[src/rtl/sdram_arb_pkg.sv]
// Shared types and default sizing for the SDRAM channel arbiter.
package sdram_arb_pkg;
    localparam int unsigned DEF_NPORT = 3;
    localparam int unsigned DEF_AW    = 25;

    typedef enum logic [2:0] {
        ST_IDLE,
        ST_ISSUE,
        ST_WAIT_BUSY,
        ST_WAIT_DONE,
        ST_ACK
    } arb_state_t;
endpackage

[src/rtl/sdram_arb_pick.sv]
// Combinational grant picker: port 0 fixed priority, ports 1..NPORT-1 round-robin from i_ptr.
module sdram_arb_pick
    import sdram_arb_pkg::*;
#(
    parameter int unsigned NPORT = DEF_NPORT,
    parameter int unsigned IW    = (NPORT > 1) ? $clog2(NPORT) : 1
) (
    input  logic [NPORT-1:0] i_req,
    input  logic [IW-1:0]    i_ptr,
    output logic             o_valid,
    output logic [IW-1:0]    o_grant
);
    logic [31:0] w_dist;
    logic [31:0] w_best;

    always_comb begin
        o_valid = 1'b0;
        o_grant = '0;
        w_dist  = '0;
        w_best  = 32'(NPORT);
        // Closest requester at or after the pointer, measured cyclically over ports 1..NPORT-1.
        for (int unsigned c = 1; c < NPORT; c++) begin
            w_dist = (32'(c) + NPORT - 1 - 32'(i_ptr)) % (NPORT - 1);
            if (i_req[c] && (w_dist < w_best)) begin
                w_best  = w_dist;
                o_valid = 1'b1;
                o_grant = IW'(c);
            end
        end
        if (i_req[0]) begin
            o_valid = 1'b1;
            o_grant = '0;
        end
    end
endmodule

[src/rtl/sdram_ch_arbiter.sv]
// Multi-port arbiter in front of a single-access SDRAM channel with edge-triggered strobes.
module sdram_ch_arbiter
    import sdram_arb_pkg::*;
#(
    parameter int unsigned NPORT = DEF_NPORT,
    parameter int unsigned AW    = DEF_AW
) (
    input  logic                clk,
    input  logic                reset,
    input  logic [NPORT-1:0]    req,
    input  logic [NPORT-1:0]    we,
    input  logic [NPORT*AW-1:0] addr,
    input  logic [NPORT*8-1:0]  din,
    output logic [NPORT-1:0]    ack,
    output logic [7:0]          dout,
    output logic [AW-1:0]       sdram_addr,
    output logic                sdram_rd,
    output logic                sdram_wr,
    output logic [7:0]          sdram_din,
    input  logic [7:0]          sdram_dout,
    input  logic                sdram_busy
);
    localparam int unsigned IW = (NPORT > 1) ? $clog2(NPORT) : 1;

    arb_state_t    r_state;
    logic          r_we;
    logic [IW-1:0] r_grant;
    logic [IW-1:0] r_ptr;
    logic          w_valid;
    logic [IW-1:0] w_grant;

    sdram_arb_pick #(
        .NPORT (NPORT),
        .IW    (IW)
    ) u_pick (
        .i_req   (req),
        .i_ptr   (r_ptr),
        .o_valid (w_valid),
        .o_grant (w_grant)
    );

    always_ff @(posedge clk) begin
        if (reset) begin
            r_state    <= ST_IDLE;
            r_we       <= 1'b0;
            r_grant    <= '0;
            r_ptr      <= IW'(1);
            ack        <= '0;
            dout       <= '0;
            sdram_addr <= '0;
            sdram_din  <= '0;
            sdram_rd   <= 1'b0;
            sdram_wr   <= 1'b0;
        end else begin
            ack <= '0;
            case (r_state)
                ST_IDLE: begin
                    // Busy gate also lets an access left over from before reset drain.
                    if (!sdram_busy && w_valid) begin
                        r_grant    <= w_grant;
                        r_we       <= we[w_grant];
                        sdram_addr <= addr[32'(w_grant) * AW +: AW];
                        sdram_din  <= din[32'(w_grant) * 8 +: 8];
                        if (w_grant != '0) begin
                            r_ptr <= (w_grant == IW'(NPORT - 1)) ? IW'(1) : w_grant + IW'(1);
                        end
                        r_state <= ST_ISSUE;
                    end
                end
                ST_ISSUE: begin
                    sdram_rd <= ~r_we;
                    sdram_wr <= r_we;
                    r_state  <= ST_WAIT_BUSY;
                end
                ST_WAIT_BUSY: begin
                    if (sdram_busy) begin
                        sdram_rd <= 1'b0;
                        sdram_wr <= 1'b0;
                        r_state  <= ST_WAIT_DONE;
                    end
                end
                ST_WAIT_DONE: begin
                    if (!sdram_busy) begin
                        if (!r_we) begin
                            dout <= sdram_dout;
                        end
                        ack[r_grant] <= 1'b1;
                        r_state      <= ST_ACK;
                    end
                end
                ST_ACK: begin
                    r_state <= ST_IDLE;
                end
                default: begin
                    r_state <= ST_IDLE;
                end
            endcase
        end
    end
endmodule

[config.mk]
export PLATFORM = sky130hd
export DESIGN_NAME = sdram_ch_arbiter
export DESIGN_NICKNAME = d
export VERILOG_FILES = /design/src/rtl/sdram_arb_pkg.sv /design/src/rtl/sdram_arb_pick.sv /design/src/rtl/sdram_ch_arbiter.sv
export SDC_FILE = /design/constraint.sdc
export NUM_CORES = 1
export LEC_CHECK = 0
export CAP_MARGIN = 20
export CORE_UTILIZATION = 40
export CTS_CLUSTER_SIZE = 16
export DETAILED_ROUTE_END_ITERATION = 7
export PLACE_DENSITY = 0.83
export SLEW_MARGIN = 20
export SYNTH_ARGS = -nofsm -noshare
export SYNTH_HDL_FRONTEND = slang
export SYNTH_HIERARCHICAL = 1
export SYNTH_SLANG_ARGS = --single-unit
[constraint.sdc]
create_clock -name clk -period 3.35 [get_ports clk]
set_clock_uncertainty 0.05 [all_clocks]
set_input_delay 0.8375 -clock clk [delete_from_list [all_inputs] [get_ports clk]]
set_output_delay 0.8375 -clock clk [all_outputs]
set_load 0.01 [all_outputs]
## Yosys cells after proc, flatten, opt, wreduce, memory -nomap -nowiden

Index checks and enable logic that the tools add are counted.

- Bits in registers: 53
- Bits of input ports: 116

- $add $sub $neg: 3
- Multiply operators: 1
- $lt $le $gt $ge: 5
- Eq/ne operators: 7
- Shift operators: 2
- Mux-type cells: 19
- Bitwise gates (word level): 3
- Reduce and logical (&&, ||, !) cells: 14

Operators by type and width:

| cell | count |
|---|---|
| $shiftx A75 B8 Y25 | 1 |
| $shiftx A24 B6 Y8 | 1 |
| $pmux W3 S4 | 1 |
| $mux W3 | 3 |
| $reduce_and A3 Y1 | 3 |
| $mux W1 | 8 |
| $mul A2 B5 Y7 const B | 1 |
| $eq A3 B2 Y1 const B | 2 |
| $lt A2 B3 Y1 const B | 2 |
| $mux W2 | 3 |
| $ne A2 B2 Y1 const B | 3 |
| $logic_and A1 B1 Y1 | 4 |
| $pmux W1 S2 | 2 |
| $reduce_and A2 Y1 | 2 |
| $reduce_bool A2 Y1 | 2 |
| $eq A3 B1 Y1 const B | 1 |
| $logic_not A3 Y1 | 1 |
| $not A1 Y1 | 3 |
| $reduce_or A3 Y1 | 1 |
| $bmux W1 S2 | 1 |
| $demux W1 S2 | 1 |
| $eq A2 B2 Y1 const B | 1 |
| $ge A2 B1 Y1 const B | 1 |
| $lt A1 B2 Y1 | 1 |
| other kinds (4) | 5 |

## Logic depth before layout (Yosys ltp)

Gate-level depths: netlist (run 1).

- Word-level depth: 11
- Gate-level depth with buffers: 8
- Gate-level depth less buffers: 5

## Hierarchy

The synthesis (run 1) kept the hierarchy.

By module, submodules not included:

| module | times used | cells an instance | area each (µm²) |
|---|---|---|---|
| sdram_ch_arbiter | 1 | 284 | 2909.0 |
| sdram_arb_pick | 1 | 5 | 31.3 |

## Worst setup path before layout (run 1)

OpenSTA, ideal clock, no wires.

- Path kind: input to register
- Start point: in req[0]
- End point: reg sdram_addr[10]
- Arrival time: 2.029 ns
- Required time: 3.154 ns
- Path slack: 1.125 ns
- Stages: 6
- Cells stage by stage: a211oi_1 -> buf_2 -> buf_2 -> mux2i_1 -> a2bb2oi_1 -> a211oi_2

- Longest elaborated chain between the ends: 3
- Elaborated cells on any way between the ends: 6

RTL lines:

| element | line | RTL |
|---|---|---|
| from (decl) | sdram_ch_arbiter.sv:10 | `input logic [NPORT-1:0] req,` |
| $mux W2 / $mux W1 (equally long branches) | sdram_arb_pick.sv:30 | `if (i_req[0]) begin` |
| $mul A2 B5 Y7 / $logic_and A1 B1 Y1 (equally long branches) | sdram_ch_arbiter.sv:62, sdram_ch_arbiter.sv:59 |  |
| $shiftx A75 B8 Y25 / $reduce_and A2 Y1 (equally long branches) | - |  |
| to (signal assigned) | sdram_ch_arbiter.sv:62 | `sdram_addr <= addr[32'(w_grant) * AW +: AW];` |
| to (decl) | sdram_ch_arbiter.sv:16 | `output logic [AW-1:0] sdram_addr,` |

Parallel ways exist; a longest one is shown, timed or not.
A chain may end at the register's enable or synchronous reset.

## Worst setup path in the final report (run 1)

- Start point: in req[1]
- End point: reg sdram_addr[24]

- Longest elaborated chain between the ends: 8
- Elaborated cells on any way between the ends: 14

RTL lines:

| element | line | RTL |
|---|---|---|
| $logic_and A1 B1 Y1 | sdram_arb_pick.sv:24 | `if (i_req[c] && (w_dist < w_best)) begin` |
| $mux W2 | sdram_arb_pick.sv:24 |  |
| $lt A1 B2 Y1 | sdram_arb_pick.sv:24 |  |
| $logic_and A1 B1 Y1 | sdram_arb_pick.sv:24 |  |
| $mux W2 | sdram_arb_pick.sv:24 |  |
| $mux W2 | sdram_arb_pick.sv:30 |  |
| net w_grant[1] | sdram_ch_arbiter.sv:30 | `logic [IW-1:0] w_grant;` |
| $mul A2 B5 Y7 | sdram_ch_arbiter.sv:62 |  |
| $shiftx A75 B8 Y25 | sdram_ch_arbiter.sv:62 |  |

The timed path passes the listed nets, and every way through them passes these cells.

==> impl_metrics.yaml, run 1 <==
global_route:
  busiest_layer: "met2"
  met2_usage_pct: 39.2
  grt_max_degree: 36
  grt_pass1_vias: 2814
  antenna_found_initial: 0
  grt_overflow_total: 0
  track_usage_pct: 22.5
  use_met1_pct: 27.0
  grt_pass1_wl_mm: 13.4
  use_met3_pct: 6.82
job:
  cap_violations: 0
worst_setup_path:
  cp_max_fo: 35
  worstSetupStartpointType: "primary input"
  required_ns: 3.48
  endpoint_kind: "flip-flop"
  cpPeakStageDelay_ns: 0.55
  crit_type: "primary input to flip-flop"
  crit_path_top_delay_cell: "buf_4"
  path_cells: "clkdlybuf4s50_1, a211oi_4, buf_4, mux2i_1, a2bb2oi_1, a211oi_2"
  crit_arrival_ns: 2.76
timing:
  rsz0062_at_grt: "false"
  fmax_mhz: 380
  timing.slew.headroom_pct: 52.6
  fin_crit_ns: 2.63
  setup_viol: 0
  whs_ns: 0.426
  worstMarginPinSlew_ns: 0.709
  finalCritPeriodShare_pct: 78.6
  maxSlewViolCount: 0
  hold_violations: 0
  setup_tns_ns: 0
floorplan:
  die_w_um: 87.2
  core_um2: 6910
  die_h_um: 87.2
  die_area_um2: 7600
  start_util_pct: 42.0
  rows: 30
  io_pins: 162
cts:
  post_cts_resize_count: 0
  cts_setup_buffers: 0
  cts_num_sinks: 53
  cts_tree: "yes"
  clock_latency_ns: 0.30
  hold_buffers: 0
  clk_path_buf_depth: 2
  htreeDepth: 2
  path_clk_slew_ns: 0.10
  root_buffer: "clkbuf_8"
  cts_inserted_buffers: 5
pwr:
  seq_power_share_pct: 42.4
  p_sw_share_pct: 27.8
  p_leak_nw: 1.59
  pwr-share-clk_pct: 25.3
  p_switching_w: 0.000475
  powerDensity_nw_per_um2: 369
  p_int_w: 0.00123
  peakVddDrop_mv: 0.273
  comb_power_share_pct: 32.4
detailed_routing:
  drc_errors: 0
  drt.antenna.violating_nets: 0
  vias: 2833
  dr.pass1.iters: 4
  drt_iter0_markers: 98
  drt_wl_total_mm: 8.39
  vias_per_cell: 5.37
  routedWlPerCell_um: 15.9
place:
  io_buffers: 161
  placed_area_um2: 4510
  hpwl_mm: 6.14
  placedCellCount: 520
  place_congestion: 0.776
finish:
  finish.utilization_pct: 67.1
  final_area_um2: 4630
  final_cells: 528
  drive_gt1_share_pct: 13.7
  num_antenna_cells: 0
  nNetsFinal: 547
  synthToLayoutAreaGrowth_pct: 59.7
synthesis:
  syn_nets: 402
  syn_inst: 286
  syn_area_per_cell_um2: 10.1
  yosys_warnings: 6
  synth.cell_area_um2: 2900
worst_hold_path:
  hold_path_class: "flip-flop to flip-flop"
outcome:
  status: "finished, final reports clean"
## cell type report
type / count / area (um^2)
clock buffers: 5 / 68.8
clock inverters: 3 / 46.3
fillers: 580 / 2270
inverters: 5 / 18.8
multi-input cells: 196 / 1630
flip-flops and latches: 53 / 1060
well taps: 96 / 120
repair buffers: 170 / 1690
## layer usage
metal  vias to the layer above  routed length, um
li1                       1382                  -
met1                      1333               3480
met2                       108               4140
met3                        10                656
met4                         0                108
met5                         -                  0
## worst max-delay path: cells and delay by family
| family | cells | cell delay [ns] |
|---|---|---|
| compound gates | 3 | 0.63 |
| buf+inv | 2 | 1.02 |
| mux | 1 | 0.26 |
## flip-flops by register name (all words and copies together) (netlist names)
register / flops
r_ptr: 1
r_state: 3
sdram_wr: 1
sdram_addr: 25
r_we: 1
ack: 3
sdram_din: 8
dout: 8
sdram_rd: 1
r_grant: 2
## final timing paths
check              from              to  slack, ns  depth (start not counted)
max              req[1]  sdram_addr[24]       0.72                          6
min          r_grant[1]          ack[0]       0.43                          1
max reg2reg  r_state[2]  sdram_addr[15]       1.28                          4
min reg2reg  r_grant[1]          ack[0]       0.43                          1
## through the flow
step / total power (W) / setup WS [ns]
3_3_place_gp: 0.00128 / 0.152
4_1_cts: 0.00172 / 0.397
6_report: 0.00171 / 0.716
5_1_grt: 0.00180 / 0.595
2_1_floorplan: 0.00102 / 1.12
3_5_place_dp: 0.00129 / 0.0882
## power by group through the flow
stage          sequential (W)  combinational (W)  clock (W)
3_5_place_dp         0.000738           0.000555          0
4_1_cts              0.000724           0.000557   0.000444
5_1_grt              0.000731           0.000596   0.000474
3_3_place_gp         0.000736           0.000545          0
2_1_floorplan        0.000747           0.000276          0
6_report             0.000725           0.000554   0.000432
## cell usage in the layout, fill, tap and decap left out, types with 2 or more instances in the layout
master,n
nor3b_1,3
o21ai_0,10
nor2_1,6
nor3_1,2
a211oi_2,28
nand3_1,10
buf_4,8
mux2i_1,34
a211oi_1,6
clkbuf_8,5
inv_1,3
clkinv_1,2
a2111oi_0,2
clkdlybuf4s50_1,160
a21oi_2,8
a21oi_1,39
dfxtp_1,53
a2bb2oi_1,35
No activity file was read; power rests on OpenSTA's default activity.
==> run 2, diff against run 1 <==
- CORE_UTILIZATION: 40 -> 39
- PLACE_DENSITY: 0.83 -> 0.81
- clock period: 3.35 -> 2.7 ns (I/O delays scaled with it)
==> run 2 against run 1 <==
  * First-iteration DRC count grew 20%
  * Critical path depth is the same
  * Core utilization shrank 2.6 points
==> impl_metrics.yaml, run 2 (synthesized netlist as in run 1, its figures left out) <==
global_route:
  grt_pass1_vias: 2822
  track_usage_pct: 21.7
  antenna_found_initial: 0
  grt_overflow_total: 0
  grt_max_degree: 37
  grt_pass1_wl_mm: 13.2
finish:
  final_cells: 536
  final_common_cell: "clkdlybuf4s50_1"
  largest_reg_flops: 25
  synthToLayoutAreaGrowth_pct: 60.5
  nNetsFinal: 552
  num_antenna_cells: 0
  largest-register: "sdram_addr"
  final_cell_mix: "160 x clkdlybuf4s50_1, 53 x dfxtp_1, 39 x a21oi_1, 35 x a2bb2oi_1, 34 x mux2i_1"
  drive_gt1_share_pct: 14.4
  nFillCells: 630
  reg_top3: "sdram_addr x25, dout x8, sdram_din x8"
pwr:
  p_int_w: 0.00144
  powerDensity_nw_per_um2: 436
  p_sw_share_pct: 28.8
  p_switching_w: 0.000584
  comb_power_share_pct: 34.2
  peakVddDrop_mv: 0.199
  seq_power_share_pct: 44.3
  p_leak_nw: 1.60
  pwr-share-clk_pct: 21.5
worst_hold_path:
  hold_path_class: "flip-flop to flip-flop"
worst_setup_path:
  crit_type: "primary input to flip-flop"
  crit_arrival_ns: 2.35
  cp_max_fo: 28
  required_ns: 2.80
  endpoint_kind: "flip-flop"
  worstSetupStartpointType: "primary input"
timing:
  fmax_mhz: 444
  hold_violations: 0
  setup_tns_ns: 0
  worst_slack_ns: 0.448
  fin_crit_ns: 2.25
  timing.slew.headroom_pct: 46.4
  setup_viol: 0
  maxSlewViolCount: 0
  worstMarginPinSlew_ns: 0.804
  rsz0062_at_grt: "false"
  finalCritPeriodShare_pct: 83.4
cts:
  hold_buffers: 0
  clock_latency_ns: 0.30
  htreeDepth: 2
  path_clk_slew_ns: 0.10
  post_cts_resize_count: 0
  cts_setup_buffers: 0
  cts_num_sinks: 53
  cts_inserted_buffers: 5
  root_buffer: "clkbuf_8"
  cts_tree: "yes"
  clk_path_buf_depth: 2
place:
  place_congestion: 0.731
  pre_cts_slack_ns: 0.117
  io_buffers: 161
  placedCellCount: 528
  hpwl_mm: 6.27
floorplan:
  io_pins: 162
  die_area_um2: 7790
  die_h_um: 88.3
  die_w_um: 88.3
  core_um2: 7210
  start_util_pct: 40.2
  rows: 31
detailed_routing:
  dr.pass1.iters: 4
  routedWlPerCell_um: 15.7
  drc_errors: 0
  vias_per_cell: 5.36
  drt_wl_total_mm: 8.44
  drt.antenna.violating_nets: 0
  drt_iter0_markers: 118
  vias: 2875
outcome:
  status: "finished, final reports clean"
job:
  cap_violations: 0
## run 2: changes by cell type in the layout (fill, tap and decap cells not counted), sizes merged
cell	before	now
clkinvlp	1	2
clkinv	3	2
buf	10	15
clkbuf	5	6
bufinv	1	0
## run 2: path summary, 6_finish.rpt
check | from | to | slack, ns | cells after the start
max reg2reg | r_ptr[0] | sdram_addr[16] | 0.96 | 6
min reg2reg | dout[2] | dout[2] | 0.44 | 2
min | dout[2] | dout[2] | 0.44 | 2
max | req[0] | sdram_din[3] | 0.45 | 6
## run 2: metrics by stage
stage / util [%] / power [W] / hold slack (ns) / cell area [um^2]
after floorplan: - / 0.00127 / 0.378 / 2900
after global placement: 63.3 / 0.00160 / 0.409 / 4570
after detailed placement: 63.3 / 0.00161 / 0.419 / 4570
after CTS: 64.5 / 0.00205 / 0.434 / 4660
after global routing: 64.5 / 0.00213 / 0.456 / 4660
final: 64.5 / 0.00203 / 0.436 / 4660
## run 2: cell type report
type / instances / area, um^2 / share of cell area [%]
clock inverters: 2 / 15.0 / 0.322
repair buffers: 175 / 1740 / 37.3
well taps: 99 / 124 / 2.66
clock buffers: 6 / 72.6 / 1.56
inverters: 5 / 18.8 / 0.403
flip-flops and latches: 53 / 1060 / 22.8
multi-input cells: 196 / 1630 / 35.0
## run 2: worst max-delay path, stage by stage
cell	delay, ns
clkdlybuf4s50_1	0.54
or3_1	0.18
or4b_4	0.52
nor2_8	0.12
buf_12	0.21
a211oi_1	0.09
## run 2: power groups by stage
| stage | Clock (W) | Combinational [W] | Sequential [W] |
|---|---|---|---|
| 2_1_floorplan | 0 | 0.000342 | 0.000927 |
| 3_3_place_gp | 0 | 0.000685 | 0.000913 |
| 3_5_place_dp | 0 | 0.000698 | 0.000915 |
| 4_1_cts | 0.000452 | 0.000701 | 0.000898 |
| 5_1_grt | 0.000481 | 0.000746 | 0.000907 |
| 6_report | 0.000437 | 0.000693 | 0.000898 |
## run 2: routing by layer
layer	global-route usage, %	routed length, um	up-vias
met5	0	0	-
met4	5.57	94	0
met3	5.60	659	8
met2	40.4	4420	110
met1	24.5	3260	1361
li1	-	-	1396
==> run 3, diff against run 2 <==
- clock period: 2.7 -> 2.35 ns (I/O delays scaled with it)
==> run 3 against run 2 <==
  * Core utilization is 1.8 points higher
  * Combinational power rose by 19%
  * First-iteration DRC count down 11%
  * Global-route usage hardly changed
  * Sequential share of layout area is 0.60 points lower
  * Setup slack lost 0.23 ns
  * Clock power increased by 41%
  * Largest cell class unchanged
  * Largest power group unchanged
==> impl_metrics.yaml, run 3 (synthesized netlist as in run 1, its figures left out) <==
detailed_routing:
  drt.antenna.violating_nets: 0
  dr.pass1.iters: 4
  routedWlPerCell_um: 15.2
  vias_per_cell: 5.23
  vias: 2839
  drt_wl_total_mm: 8.28
  drc_errors: 0
  drt_iter0_markers: 105
global_route:
  antenna_found_initial: 0
  grt_overflow_total: 0
  track_usage_pct: 21.8
  grt_max_degree: 37
  grt_pass1_wl_mm: 13.2
  grt_pass1_vias: 2762
timing:
  worstMarginPinSlew_ns: 0.774
  setup_tns_ns: 0
  hold_violations: 0
  maxSlewViolCount: 0
  finalCritPeriodShare_pct: 90.8
  rsz0062_at_grt: "false"
  timing.slew.headroom_pct: 48.4
  fmax_mhz: 469
  setup_viol: 0
  fin_crit_ns: 2.13
finish:
  largest_reg_flops: 25
  final_cells: 543
  synthToLayoutAreaGrowth_pct: 64.8
  drive_gt1_share_pct: 15.8
  reg_top3: "sdram_addr x25, dout x8, sdram_din x8"
  final_cell_mix: "160 x clkdlybuf4s50_1, 53 x dfxtp_1, 39 x a21oi_1, 35 x a2bb2oi_1, 34 x mux2i_1"
  num_antenna_cells: 0
  nFillCells: 600
  nNetsFinal: 559
  largest-register: "sdram_addr"
  final_common_cell: "clkdlybuf4s50_1"
worst_setup_path:
  endpoint_kind: "flip-flop"
  crit_arrival_ns: 2.25
  worstSetupStartpointType: "primary input"
  crit_type: "primary input to flip-flop"
  required_ns: 2.46
  cp_max_fo: 6
place:
  hpwl_mm: 6.35
  io_buffers: 161
  place_congestion: 0.698
  placedCellCount: 535
cts:
  cts_setup_buffers: 0
  clk_path_buf_depth: 2
  cts_tree: "yes"
  path_clk_slew_ns: 0.10
  hold_buffers: 0
  clock_latency_ns: 0.31
  htreeDepth: 2
  root_buffer: "clkbuf_8"
  post_cts_resize_count: 0
  cts_inserted_buffers: 5
  cts_num_sinks: 53
floorplan:
  die_area_um2: 7790
  rows: 31
  core_um2: 7210
  io_pins: 162
  start_util_pct: 40.2
  die_w_um: 88.3
  die_h_um: 88.3
worst_hold_path:
  hold_path_class: "flip-flop to flip-flop"
outcome:
  status: "finished, final reports clean"
job:
  cap_violations: 0
pwr:
  p_leak_nw: 1.67
  peakVddDrop_mv: 0.267
  powerDensity_nw_per_um2: 517
  power_w: 0.00247
## run 3: changes by cell type in the layout (fill, tap and decap cells not counted)
cell,change
buf_12,+4
buf_4,+3
clkinvlp_4,-2
bufinv_16,+1
clkinv_4,+1
## run 3: worst paths after layout
path,endpoint,slack (ns),cells past startpoint,from
setup / recovery,sdram_addr[12],0.22,7,req[0]
hold / removal,ack[2],0.43,1,r_grant[0]
setup reg to reg,sdram_addr[12],0.60,6,r_ptr[0]
hold reg to reg,ack[2],0.43,1,r_grant[0]
## run 3: worst max-delay path, cell delays in order
cell             delay (ns)
clkdlybuf4s50_1        0.48
a211oi_4               0.24
buf_4                  0.21
buf_12                 0.13
mux2i_1                0.17
a2bb2oi_1              0.30
a211oi_2               0.11
## run 3: where the power goes
group	leakage (nW)	internal, W	total, W	switching (W)
Clock	0.0554	0.000320	0.000618	0.000298
Sequential	0.435	0.000974	0.00103	0.0000582
Combinational	1.18	0.000497	0.000823	0.000326
## run 3: layout make-up
type	instances	area [um^2]	area share (%)
repair buffers	182	1840	38.5
well taps	99	124	2.59
clock buffers	6	72.6	1.52
flip-flops and latches	53	1060	22.2
multi-input cells	196	1630	34.0
clock inverters	2	38.8	0.811
inverters	5	18.8	0.392
## run 3: routing by layer
metal	vias up	global-route usage (%)	wire length [um]
met5	-	0	0
met1	1322	26.0	3480
li1	1404	-	-
met2	104	38.8	4110
met4	0	5.28	95
met3	9	5.69	594
## run 3: per-stage QoR
stage          cell area [um^2]  hold WS [ns]  util [%]  worst slack (ns)
2_1_floorplan              2900         0.378         -             0.375
3_3_place_gp               4670         0.403      64.7           -0.0869
3_5_place_dp               4670         0.414      64.7            -0.114
4_1_cts                    4780         0.425      66.3             0.213
5_1_grt                    4780         0.448      66.3             0.148
6_report                   4780         0.427      66.3             0.217
